[src/rtl/axil2lb_bridge.sv]
// axil2lb_bridge: AXI4-Lite slave to local-bus master bridge.
// Independent write and read engines, one transaction in flight each.
// Addresses >= ADDR_LIMIT return DECERR without touching the local bus.
// Define AXIL2LB_TIMEOUT_EN to bound ACCESS at 2**TIMEOUT_W cycles (SLVERR).
module axil2lb_bridge #(
  parameter int ADDR_W     = 12,
  parameter int DATA_W     = 32,
  parameter int STRB_W     = DATA_W / 8,
  parameter int ADDR_LIMIT = 4096,
  parameter int TIMEOUT_W  = 8
) (
  input  logic              clk,
  input  logic              rst,
  input  logic [ADDR_W-1:0] axil_awaddr,
  input  logic [2:0]        axil_awprot,
  input  logic              axil_awvalid,
  output logic              axil_awready,
  input  logic [DATA_W-1:0] axil_wdata,
  input  logic [STRB_W-1:0] axil_wstrb,
  input  logic              axil_wvalid,
  output logic              axil_wready,
  output logic [1:0]        axil_bresp,
  output logic              axil_bvalid,
  input  logic              axil_bready,
  input  logic [ADDR_W-1:0] axil_araddr,
  input  logic [2:0]        axil_arprot,
  input  logic              axil_arvalid,
  output logic              axil_arready,
  output logic [DATA_W-1:0] axil_rdata,
  output logic [1:0]        axil_rresp,
  output logic              axil_rvalid,
  input  logic              axil_rready,
  output logic [ADDR_W-1:0] waddr,
  output logic [DATA_W-1:0] wdata,
  output logic [STRB_W-1:0] wstrb,
  output logic              wen,
  input  logic              wready,
  output logic [ADDR_W-1:0] raddr,
  output logic              ren,
  input  logic [DATA_W-1:0] rdata,
  input  logic              rvalid
);

  typedef enum logic [1:0] {W_IDLE, W_ACCESS, W_RESP} w_state_e;
  typedef enum logic [1:0] {R_IDLE, R_ACCESS, R_RESP} r_state_e;

  localparam logic [1:0]  RESP_OKAY   = 2'b00;
  localparam logic [1:0]  RESP_SLVERR = 2'b10;
  localparam logic [1:0]  RESP_DECERR = 2'b11;
  localparam logic [31:0] LIMIT       = 32'(ADDR_LIMIT);

  function automatic logic out_of_range(input logic [ADDR_W-1:0] a);
    return {{(32-ADDR_W){1'b0}}, a} >= LIMIT;
  endfunction

  w_state_e          w_state_q, w_state_d;
  r_state_e          r_state_q, r_state_d;
  logic              aw_got_q, aw_got_d, w_got_q, w_got_d;
  logic              awready_q, awready_d, wready_q, wready_d, arready_q, arready_d;
  logic [1:0]        bresp_q, bresp_d, rresp_q, rresp_d;
  logic [DATA_W-1:0] rdata_q, rdata_d;
  logic [ADDR_W-1:0] waddr_q, raddr_q, w_addr_cur;
  logic [DATA_W-1:0] wdata_q;
  logic [STRB_W-1:0] wstrb_q;
  logic              aw_hs, w_hs, ar_hs, w_tmo, r_tmo;
  logic              unused_prot;

  assign unused_prot = ^{axil_awprot, axil_arprot};

  assign aw_hs = axil_awvalid & awready_q;
  assign w_hs  = axil_wvalid & wready_q;
  assign ar_hs = axil_arvalid & arready_q;
  // Decode must see the address in the cycle AW is accepted as well as later.
  assign w_addr_cur = aw_hs ? axil_awaddr : waddr_q;

`ifdef AXIL2LB_TIMEOUT_EN
  logic [TIMEOUT_W-1:0] w_cnt_q, r_cnt_q;

  assign w_tmo = (w_state_q == W_ACCESS) && !wready && (w_cnt_q == '1);
  assign r_tmo = (r_state_q == R_ACCESS) && !rvalid && (r_cnt_q == '1);

  // Wait-state counters: zero outside ACCESS, count cycles without handshake.
  always_ff @(posedge clk or posedge rst) begin
    if (rst) begin
      w_cnt_q <= '0;
      r_cnt_q <= '0;
    end else begin
      if (w_state_q != W_ACCESS) w_cnt_q <= '0;
      else if (!wready)          w_cnt_q <= w_cnt_q + 1'b1;
      if (r_state_q != R_ACCESS) r_cnt_q <= '0;
      else if (!rvalid)          r_cnt_q <= r_cnt_q + 1'b1;
    end
  end
`else
  localparam int unused_timeout_w = TIMEOUT_W;
  assign w_tmo = 1'b0;
  assign r_tmo = 1'b0;
`endif

  // Write engine state, capture flags and registered AXI handshake outputs.
  always_ff @(posedge clk or posedge rst) begin
    if (rst) begin
      w_state_q <= W_IDLE;
      aw_got_q  <= 1'b0;
      w_got_q   <= 1'b0;
      awready_q <= 1'b0;
      wready_q  <= 1'b0;
      bresp_q   <= RESP_OKAY;
    end else begin
      w_state_q <= w_state_d;
      aw_got_q  <= aw_got_d;
      w_got_q   <= w_got_d;
      awready_q <= awready_d;
      wready_q  <= wready_d;
      bresp_q   <= bresp_d;
    end
  end

  // Write next-state: collect AW and W in any order, decode, access, respond.
  always_comb begin
    w_state_d = w_state_q;
    aw_got_d  = aw_got_q;
    w_got_d   = w_got_q;
    bresp_d   = bresp_q;
    case (w_state_q)
      W_IDLE: begin
        aw_got_d = aw_got_q | aw_hs;
        w_got_d  = w_got_q | w_hs;
        if (aw_got_d && w_got_d) begin
          if (out_of_range(w_addr_cur)) begin
            w_state_d = W_RESP;
            bresp_d   = RESP_DECERR;
          end else begin
            w_state_d = W_ACCESS;
          end
        end
      end
      W_ACCESS: begin
        if (wready) begin
          w_state_d = W_RESP;
          bresp_d   = RESP_OKAY;
        end else if (w_tmo) begin
          w_state_d = W_RESP;
          bresp_d   = RESP_SLVERR;
        end
      end
      W_RESP: begin
        if (axil_bready) begin
          w_state_d = W_IDLE;
          aw_got_d  = 1'b0;
          w_got_d   = 1'b0;
        end
      end
      default: w_state_d = W_IDLE;
    endcase
    // Readies only re-open after a full cycle in IDLE.
    awready_d = (w_state_q == W_IDLE) && (w_state_d == W_IDLE) && !aw_got_d;
    wready_d  = (w_state_q == W_IDLE) && (w_state_d == W_IDLE) && !w_got_d;
  end

  // Read engine state and registered response.
  always_ff @(posedge clk or posedge rst) begin
    if (rst) begin
      r_state_q <= R_IDLE;
      arready_q <= 1'b0;
      rresp_q   <= RESP_OKAY;
      rdata_q   <= '0;
    end else begin
      r_state_q <= r_state_d;
      arready_q <= arready_d;
      rresp_q   <= rresp_d;
      rdata_q   <= rdata_d;
    end
  end

  // Read next-state: capture AR, decode, wait for local data, respond.
  always_comb begin
    r_state_d = r_state_q;
    rresp_d   = rresp_q;
    rdata_d   = rdata_q;
    case (r_state_q)
      R_IDLE: begin
        if (ar_hs) begin
          if (out_of_range(axil_araddr)) begin
            r_state_d = R_RESP;
            rresp_d   = RESP_DECERR;
            rdata_d   = '0;
          end else begin
            r_state_d = R_ACCESS;
          end
        end
      end
      R_ACCESS: begin
        if (rvalid) begin
          r_state_d = R_RESP;
          rresp_d   = RESP_OKAY;
          rdata_d   = rdata;
        end else if (r_tmo) begin
          r_state_d = R_RESP;
          rresp_d   = RESP_SLVERR;
          rdata_d   = '0;
        end
      end
      R_RESP: if (axil_rready) r_state_d = R_IDLE;
      default: r_state_d = R_IDLE;
    endcase
    arready_d = (r_state_q == R_IDLE) && (r_state_d == R_IDLE);
  end

  // Address/data capture; held stable for the whole local access.
  always_ff @(posedge clk or posedge rst) begin
    if (rst) begin
      waddr_q <= '0;
      wdata_q <= '0;
      wstrb_q <= '0;
      raddr_q <= '0;
    end else begin
      if (aw_hs) waddr_q <= axil_awaddr;
      if (w_hs) begin
        wdata_q <= axil_wdata;
        wstrb_q <= axil_wstrb;
      end
      if (ar_hs) raddr_q <= axil_araddr;
    end
  end

  assign axil_awready = awready_q;
  assign axil_wready  = wready_q;
  assign axil_bvalid  = (w_state_q == W_RESP);
  assign axil_bresp   = bresp_q;
  assign axil_arready = arready_q;
  assign axil_rvalid  = (r_state_q == R_RESP);
  assign axil_rresp   = rresp_q;
  assign axil_rdata   = rdata_q;
  assign wen          = (w_state_q == W_ACCESS);
  assign waddr        = waddr_q;
  assign wdata        = wdata_q;
  assign wstrb        = wstrb_q;
  assign ren          = (r_state_q == R_ACCESS);
  assign raddr        = raddr_q;

endmodule
[config.mk]
export PLATFORM = sky130hd
export DESIGN_NAME = axil2lb_bridge
export DESIGN_NICKNAME = d
export VERILOG_FILES = /design/src/rtl/axil2lb_bridge.sv
export SDC_FILE = /design/constraint.sdc
export NUM_CORES = 1
export LEC_CHECK = 0
export BUFFER_PORTS_ARGS = -buffer_cell sky130_fd_sc_hd__clkbuf_2
export CAP_MARGIN = 40
export CORE_MARGIN = 8
export CORE_UTILIZATION = 48
export DETAILED_ROUTE_END_ITERATION = 7
export GPL_ROUTABILITY_DRIVEN = 0
export GPL_TIMING_DRIVEN = 1
export PLACE_DENSITY_LB_ADDON = 0.15
export SKIP_LAST_GASP = 1
export SLEW_MARGIN = 10
export SYNTH_ARGS = -nofsm -noshare
export SYNTH_HDL_FRONTEND = slang
export SYNTH_SLANG_ARGS = --single-unit
[constraint.sdc]
create_clock -name clk -period 4.12 [get_ports clk]
set_clock_uncertainty 0.1 [all_clocks]
set_input_delay 0 -clock clk [delete_from_list [all_inputs] [get_ports clk]]
set_output_delay 0 -clock clk [all_outputs]
set_load 0.01 [all_outputs]
Yosys cells after proc, flatten, opt, wreduce, memory -nomap -nowiden:

Index checks and enable logic that the tools add are counted.
Widths: inputs -> output; s select.

* bits in registers: 101
* latch bits: 0
* bits in writable memories: 0
* ROM bits: 0
* output and inout bits: 103
* word-level logic and storage cells: 45
* memories: 0

* add/sub/neg operators: 0
* multiply operators: 0
* divide/modulo/power cells: 0
* order comparisons: 0
* equal/unequal tests: 4
* shift operators: 0
* muxes and demuxes: 12
* bitwise logic cells: 5
* reductions and logical operators: 12

Operator list (count)
* $mux 2: 6
* $pmux 2 s3: 2
* $logic_not 2->1: 4
* $logic_and 1x1->1: 5
* $eq 2x1->1 const B: 2
* $eq 2x2->1 const B: 2
* $pmux 1 s2: 2
* $and 1x1->1: 3
* $logic_not 1->1: 2
* $mux 1: 2
* $or 1x1->1: 2
* $reduce_and 2->1: 1

Depth between registers and ports, before layout:

Gate-level depths: netlist of run 1.

* depth in word-level cells: 8
* depth in mapped cells: 5
* mapped depth without buffers: 3

Worst setup path after synthesis of run 1:

No wires, ideal clock.

* path kind: flip-flop to flip-flop
* start: register awready_q, in the netlist axil_awready
* end: register waddr_q[0], in the netlist waddr[0]
* library setup time: 125 ps
* data arrival time: 1192 ps
* slack: 2703 ps
* stages on the path, launching flop included: 5
* period minus slack after synthesis: 1417 ps
* cell sequence: dfrtp_1 and2_1 clkbuf_1 buf_4 mux2_2

* word-level cells in the longest chain between the ends: 1

RTL lines
* start: declaration: line 59 `logic awready_q, awready_d, wready_q, wready_d, arready_q, arready_d;`
* start signal: assignment: line 113 `awready_q <= awready_d;`
* $and 1x1->1: line 70 `assign aw_hs = axil_awvalid & awready_q;`
* end signal: assignment: line 218 `if (aw_hs) waddr_q <= axil_awaddr;`
* end: declaration: line 62 `logic [ADDR_W-1:0] waddr_q, raddr_q, w_addr_cur;`

No other way between the ends.
A chain may end at the register's enable or synchronous reset.

Worst setup path after layout of run 1:

* start: register wready_q, in the netlist axil_wready
* end: register wdata_q[1], in the netlist wdata[1]

* word-level cells in the longest chain between the ends: 1

RTL lines
* start: declaration: line 59
* start signal: assignment: line 114 `wready_q <= wready_d;`
* $and 1x1->1: line 71 `assign w_hs = axil_wvalid & wready_q;`
* end signal: assignment: line 220 `wdata_q <= axil_wdata;`
* end: declaration: line 63 `logic [DATA_W-1:0] wdata_q;`

No other way between the ends.

==> flow_metrics.py, run 1 <==
metrics = {
    "global_route": {
        "use_met3_pct": 7.44,
        "grt_use_met1_pct": 22.6,
        "grt_overflow": 0,
        "grt_max_degree": 65,
        "grt_antenna_before_repair": 0,
        "grt_pass1_wl_um": 18100,
        "first_global_vias": 3487,
        "top_usage_layer": "met2",
        "use_met2_pct": 34.0,
        "grt_util_all_layers_pct": 19.9,
    },
    "sta": {
        "tightest_slew_ps": 773,
        "rsz0062_at_grt": "false",
        "fin_setup_tns_ps": 0,
        "drv_slew": 0,
        "hold_viol": 0,
        "hold_ws_ps": 209,
        "finalSetupViolCount": 0,
        "fin_crit_ps": 1800,
        "relSlewSlack_pct": 48.5,
        "max_freq_mhz": 554,
        "fin_crit_sh_pct": 43.8,
    },
    "floorplan": {
        "coreArea_sq_mm": 0.00809,
        "start_util_pct": 49.0,
        "fp.dieH_um": 107,
        "row_count": 33,
        "fp.dieW_um": 107,
        "ios": 210,
        "dieArea_sq_mm": 0.0114,
    },
    "synthesis": {
        "netlist_instances": 237,
        "synth_area_leaders": "dfrtp_1, mux2_2, mux2_4, buf_4, buf_6",
        "synth-seq-area-share_pct": 63.8,
        "synth.ff_latch_count": 101,
        "synth_area_per_cell_sq_um": 16.7,
        "synth.top_cell.area_share_pct": 63.8,
        "ys_types": 23,
        "yosysWarningCount": 0,
        "synth_area_leader_cell": "dfrtp_1",
        "synthesis.area_sq_mm": 0.00396,
    },
    "worst_setup_path": {
        "cp.arrival_ps": 1940,
        "reg2reg_from": "axil_wready",
        "crit_start": "axil_wready",
        "max_stage_delay_ps": 380,
        "worstPathCellList": "and2_1, buf_8, buf_4, mux2_2",
        "critPathLaunchType": "register",
        "r2r_setup_slack_ps": 2320,
        "ff2ff_path_depth": 4,
        "end_kind": "register",
        "cp_slowest_cell": "and2_1",
        "path_class": "register to register",
        "cp_max_fo": 18,
        "crit_required_ps": 4260,
    },
    "routing": {
        "vias": 3021,
        "drt_iter0_drc": 152,
        "ant_nets": 0,
        "routed_wirelength_um": 11000,
        "detail_route.first_pass.iterations": 4,
        "viasPerCell": 4.66,
        "routedWlPerCell_um": 16.9,
        "drcViolationCount": 0,
    },
    "clock_network": {
        "cts_buffers": 9,
        "cts_tree": "yes",
        "cts-root-buf": "clkbuf_8",
        "htreeDepth": 3,
        "cts_sinks": 101,
        "cts_resized": 0,
        "cts.reportedPaths.clkPinSlew_ps": 100,
        "clkLatencyLatePin_ps": 350,
        "clk_path_buf_depth": 2,
    },
    "layout": {
        "n_antenna_cell": 0,
        "area_growth_pct": 56.3,
        "nFillCells": 527,
        "design_area_sq_mm": 0.00619,
        "drive_gt1_share_pct": 57.5,
        "nets": 645,
    },
    "pwr": {
        "power.density_mw_per_mm2": 666,
        "seq_power_share_pct": 43.0,
        "sw_frac_of_total_pct": 34.2,
        "finalPower_w": 0.00412,
        "internal_power_w": 0.00271,
        "ir_drop_uv": 416,
        "power_frac_comb_pct": 43.3,
        "leakage_nw": 3.19,
        "clkPwrFrac_pct": 13.7,
        "switchingPower_w": 0.00141,
    },
    "status": {
        "outcome": "completed",
    },
    "place": {
        "port_buffers": 199,
        "dp_hpwl_um": 7450,
        "post_dp_cell_area_sq_mm": 0.00502,
    },
    "hold_path": {
        "hold_class": "input pin to register",
        "hold_depth": 3,
        "hold_path.startpoint": "axil_wvalid",
    },
    "run": {
        "cap_violations": 0,
    },
}
==> area by class of cell <==
| class | count | area [sq um] | share of cell area [%] |
|---|---|---|---|
| multi-input cells | 121 | 1320 | 21.4 |
| clock inverters | 4 | 32.5 | 0.525 |
| flip-flops and latches | 101 | 2530 | 40.8 |
| repair buffers | 301 | 2020 | 32.6 |
| well taps | 105 | 131 | 2.12 |
| inverters | 4 | 17.5 | 0.283 |
| clock buffers | 12 | 145 | 2.34 |
==> power groups by stage <==
stage / clock network (W) / registers (W) / logic (W)
after global placement: 0 / 0.00175 / 0.00167
after global routing: 0.000621 / 0.00185 / 0.00193
final: 0.000566 / 0.00177 / 0.00178
after CTS: 0.000590 / 0.00177 / 0.00180
after floorplan: 0 / 0.00198 / 0.000797
after detailed placement: 0 / 0.00179 / 0.00171
==> registers in the layout, summed over array words and instances (netlist names) <==
signal,flops
aw_got_q,1
axil_arready,1
axil_awready,1
axil_rdata,32
axil_wready,1
r_state_q,2
raddr,12
w_got_q,1
w_state_q,2
waddr,12
wdata,32
wstrb,4
==> worst paths after layout <==
path	end
worst min-delay path	wdata[7]
max in group asynchronous	wdata[23]
worst min register to register	axil_awready
worst max-delay path	wdata[1]
min in group asynchronous	waddr[6]
worst max register to register	wdata[1]
==> cell usage in the layout, fill, tap and decap left out, drive strengths merged, types with 2 or more instances in the layout <==
| cell type | Yosys | layout |
|---|---|---|
| and2 | 2 | 2 |
| buf | 13 | 3 |
| clkbuf | 1 | 211 |
| clkinvlp | 0 | 2 |
| conb | 1 | 4 |
| dfrtp | 101 | 101 |
| dlygate4sd3 | 0 | 99 |
| inv | 4 | 5 |
| mux2 | 93 | 93 |
| nand2 | 4 | 4 |
| nand2b | 3 | 3 |
| nor2 | 3 | 3 |
| nor2b | 3 | 3 |
| nor4 | 2 | 2 |
| o21ai | 2 | 2 |
==> per-stage QoR <==
step | util, % | instances | worst slack [ps]
global placement | 61.9 | 532 | 2050
global route | 76.5 | 648 | 2190
CTS | 76.5 | 648 | 2270
finish | 76.5 | 648 | 2320
floorplan | - | 240 | 1370
detailed placement | 62.1 | 533 | 2280
==> worst max-delay path, delay by kind of cell (launching register included) <==
| family | cells | cell delay, ps |
|---|---|---|
| buffers and inverters | 2 | 480 |
| and+or+nand+nor | 1 | 380 |
| muxes | 1 | 370 |
| DFF | 1 | 350 |
==> repair_timing <==
action,CTS,global route
endpoints found under the hold margin,162,0
setup endpoints to repair,0,0
buffers inserted,0,0
hold buffers,99,0
==> cells in the mapped netlist, drive strengths merged <==
master  number
dfrtp      101
mux2        93
buf         13
inv          4
nand2        4
nand2b       3
nor2         3
nor2b        3
and2         2
nor4         2
o21ai        2
a211oi       1
a21oi        1
a22o         1
clkbuf       1
conb         1
o31ai        1
o41ai        1
==> kinds of logic (layout without fill, tap and decap cells) <==
kind of cell | after synthesis | after routing | synth area share, %
other | 1 | 4 | 0.0946
DFF | 101 | 101 | 63.8
muxes | 93 | 93 | 29.2
buffers and inverters | 18 | 321 | 3.13
AOI/OAI and AO/OA | 7 | 7 | 1.20
and+or+nand+nor | 17 | 17 | 2.62
==> layer usage <==
metal | part of all wire, % | up-vias | routed length, um
li1 | - | 1408 | -
met1 | 38 | 1479 | 4170
met2 | 51 | 122 | 5650
met3 | 9.2 | 12 | 1010
met4 | 1.2 | 0 | 135
met5 | 0 | - | 0
(Power assumes the default switching activity.)
==> run 2: changes to the inputs <==
Settings changed: CORE_UTILIZATION 48 to 45.
Clock period 4.12 ns to 1.9 ns, I/O delays scaled along.
==> run 2 against run 1 <==
Register-to-register slack got worse by 2000 ps. Wire length increased by 0.38%. First-iteration DRC count decreased by 21%. Sequential power grew 120%. Die area is 5.7% higher. Utilization fell by 3.8 points. Flip-flop and latch count stayed put. Cell count up 1.1%. Sequential share of layout area shrank 0.55 points. Via count grew 0.50%. Critical path type unchanged. Critical endpoint is now w_state_q[1]. Largest cell class unchanged. Largest power group unchanged.
==> flow_metrics.py, run 2 (same netlist as run 1, synthesis figures left out) <==
metrics = {
    "layout": {
        "post-route-util_pct": 72.7,
        "drive_gt1_share_pct": 58.1,
        "n_antenna_cell": 0,
        "area_growth_pct": 58.4,
        "design_area_sq_mm": 0.00628,
        "final_common_cell": "clkbuf_2",
        "mostFrequentLayoutCells": "clkbuf_2, dfrtp_1, dlygate4sd3_1",
        "nets": 650,
    },
    "floorplan": {
        "start_util_pct": 45.9,
        "ios": 210,
        "dieArea_sq_mm": 0.0121,
        "row_count": 34,
        "fp.dieH_um": 110,
        "coreArea_sq_mm": 0.00864,
        "fp.dieW_um": 110,
    },
    "status": {
        "outcome": "completed",
    },
    "global_route": {
        "first_global_vias": 3408,
        "grt_overflow": 0,
        "grt_pass1_wl_um": 16900,
        "grt_antenna_before_repair": 0,
        "grt_util_all_layers_pct": 18.0,
        "grt_max_degree": 40,
    },
    "pwr": {
        "leakage_nw": 3.23,
        "sw_frac_of_total_pct": 33.6,
        "internal_power_w": 0.00601,
        "power.density_mw_per_mm2": 1440,
        "switchingPower_w": 0.00304,
        "ir_drop_uv": 816,
        "power_frac_comb_pct": 42.8,
        "finalPower_w": 0.00905,
        "clkPwrFrac_pct": 14.6,
        "seq_power_share_pct": 42.5,
    },
    "worst_setup_path": {
        "max_stage_delay_ps": 540,
        "critPathLaunchType": "register",
        "crit_required_ps": 2040,
        "crit_family": "buffers and inverters",
        "cp.arrival_ps": 1760,
        "ff2ff_path_depth": 3,
        "worstPathCellList": "nor2b_1, a22o_1, dlygate4sd3_1",
        "path_buf_inv": 1,
        "cp.depth": 3,
        "path_class": "register to register",
        "cp_slowest_cell": "dlygate4sd3_1",
        "end_kind": "register",
        "cp_max_fo": 7,
    },
    "routing": {
        "detail_route.first_pass.iterations": 4,
        "vias": 3036,
        "ant_nets": 0,
        "viasPerCell": 4.64,
        "drcViolationCount": 0,
        "drt_iter0_drc": 120,
        "routedWlPerCell_um": 16.8,
        "routed_wirelength_um": 11000,
    },
    "clock_network": {
        "clkLatencyLatePin_ps": 350,
        "cts-root-buf": "clkbuf_8",
        "htreeDepth": 3,
        "cts.reportedPaths.clkPinSlew_ps": 100,
        "cts_tree": "yes",
        "clk_path_buf_depth": 2,
        "postCtsSetupBuffers": 0,
        "cts_sinks": 101,
        "cts_buffers": 9,
    },
    "place": {
        "post_dp_cell_area_sq_mm": 0.00510,
        "dp_hpwl_um": 7340,
        "post-place-ws_ps": 367,
        "port_buffers": 199,
    },
    "sta": {
        "tightest_slew_ps": 627,
        "fin_crit_sh_pct": 85.1,
        "finalSetupViolCount": 0,
        "max_freq_mhz": 619,
        "rsz0062_at_grt": "false",
        "hold_viol": 0,
        "setup_ws_ps": 283,
        "relSlewSlack_pct": 58.1,
        "drv_slew": 0,
        "fin_setup_tns_ps": 0,
        "fin_crit_ps": 1620,
    },
    "hold_path": {
        "hold_class": "input pin to register",
        "hold_depth": 4,
    },
    "run": {
        "cap_violations": 0,
    },
}
[run 2: layer usage]
| layer | track usage (%) | part of all wire, % | vias to the layer above |
|---|---|---|---|
| met5 | 0 | 0 | - |
| met4 | 4.92 | 0.77 | 0 |
| li1 | - | - | 1420 |
| met3 | 5.57 | 8.7 | 9 |
| met1 | 20.6 | 39 | 1488 |
| met2 | 31.8 | 52 | 119 |
[run 2: timing repair]
item,4_1_cts,5_1_grt
endpoints found under the setup margin,0,0
resized for setup,0,0
endpoints found under the hold margin,124,0
hold buffers,99,0
[run 2: final cells by class]
class | count | area [sq um]
clock buffer | 10 | 128
clock inverter | 5 | 61.3
fill | 584 | 2360
inverter | 4 | 18.8
multi-input combinational | 121 | 1320
sequential | 101 | 2530
tap | 108 | 135
timing repair buffer | 306 | 2080
[run 2: through the flow]
stage	hold slack [ps]	std cells
3_5_place_dp	5.88	541
4_1_cts	32.6	655
5_1_grt	78.3	655
2_1_floorplan	-3.79	240
3_3_place_gp	6.43	541
6_report	49.5	655
[run 2: worst paths after layout]
check / from / to / slack, ps
min in group asynchronous: rst / raddr[7] / 190
min reg2reg: aw_got_q / axil_awready / 350
min: axil_awvalid / axil_awready / 50
max reg2reg: w_state_q[1] / w_state_q[1] / 280
max: w_state_q[1] / w_state_q[1] / 280
max in group asynchronous: rst / wdata[7] / 910
[run 2: power groups by stage]
stage | combinational [W] | clock (W) | sequential [W]
after floorplan | 0.00173 | 0 | 0.00430
after CTS | 0.00393 | 0.00137 | 0.00384
final | 0.00388 | 0.00132 | 0.00385
after global routing | 0.00418 | 0.00144 | 0.00400
after detailed placement | 0.00375 | 0 | 0.00387
after global placement | 0.00368 | 0 | 0.00382
[run 2: tightest hold or removal path, stage by stage]
cell,delay [ps]
clkbuf_2,70
and2_1,110
buf_4,220
nor4_1,60
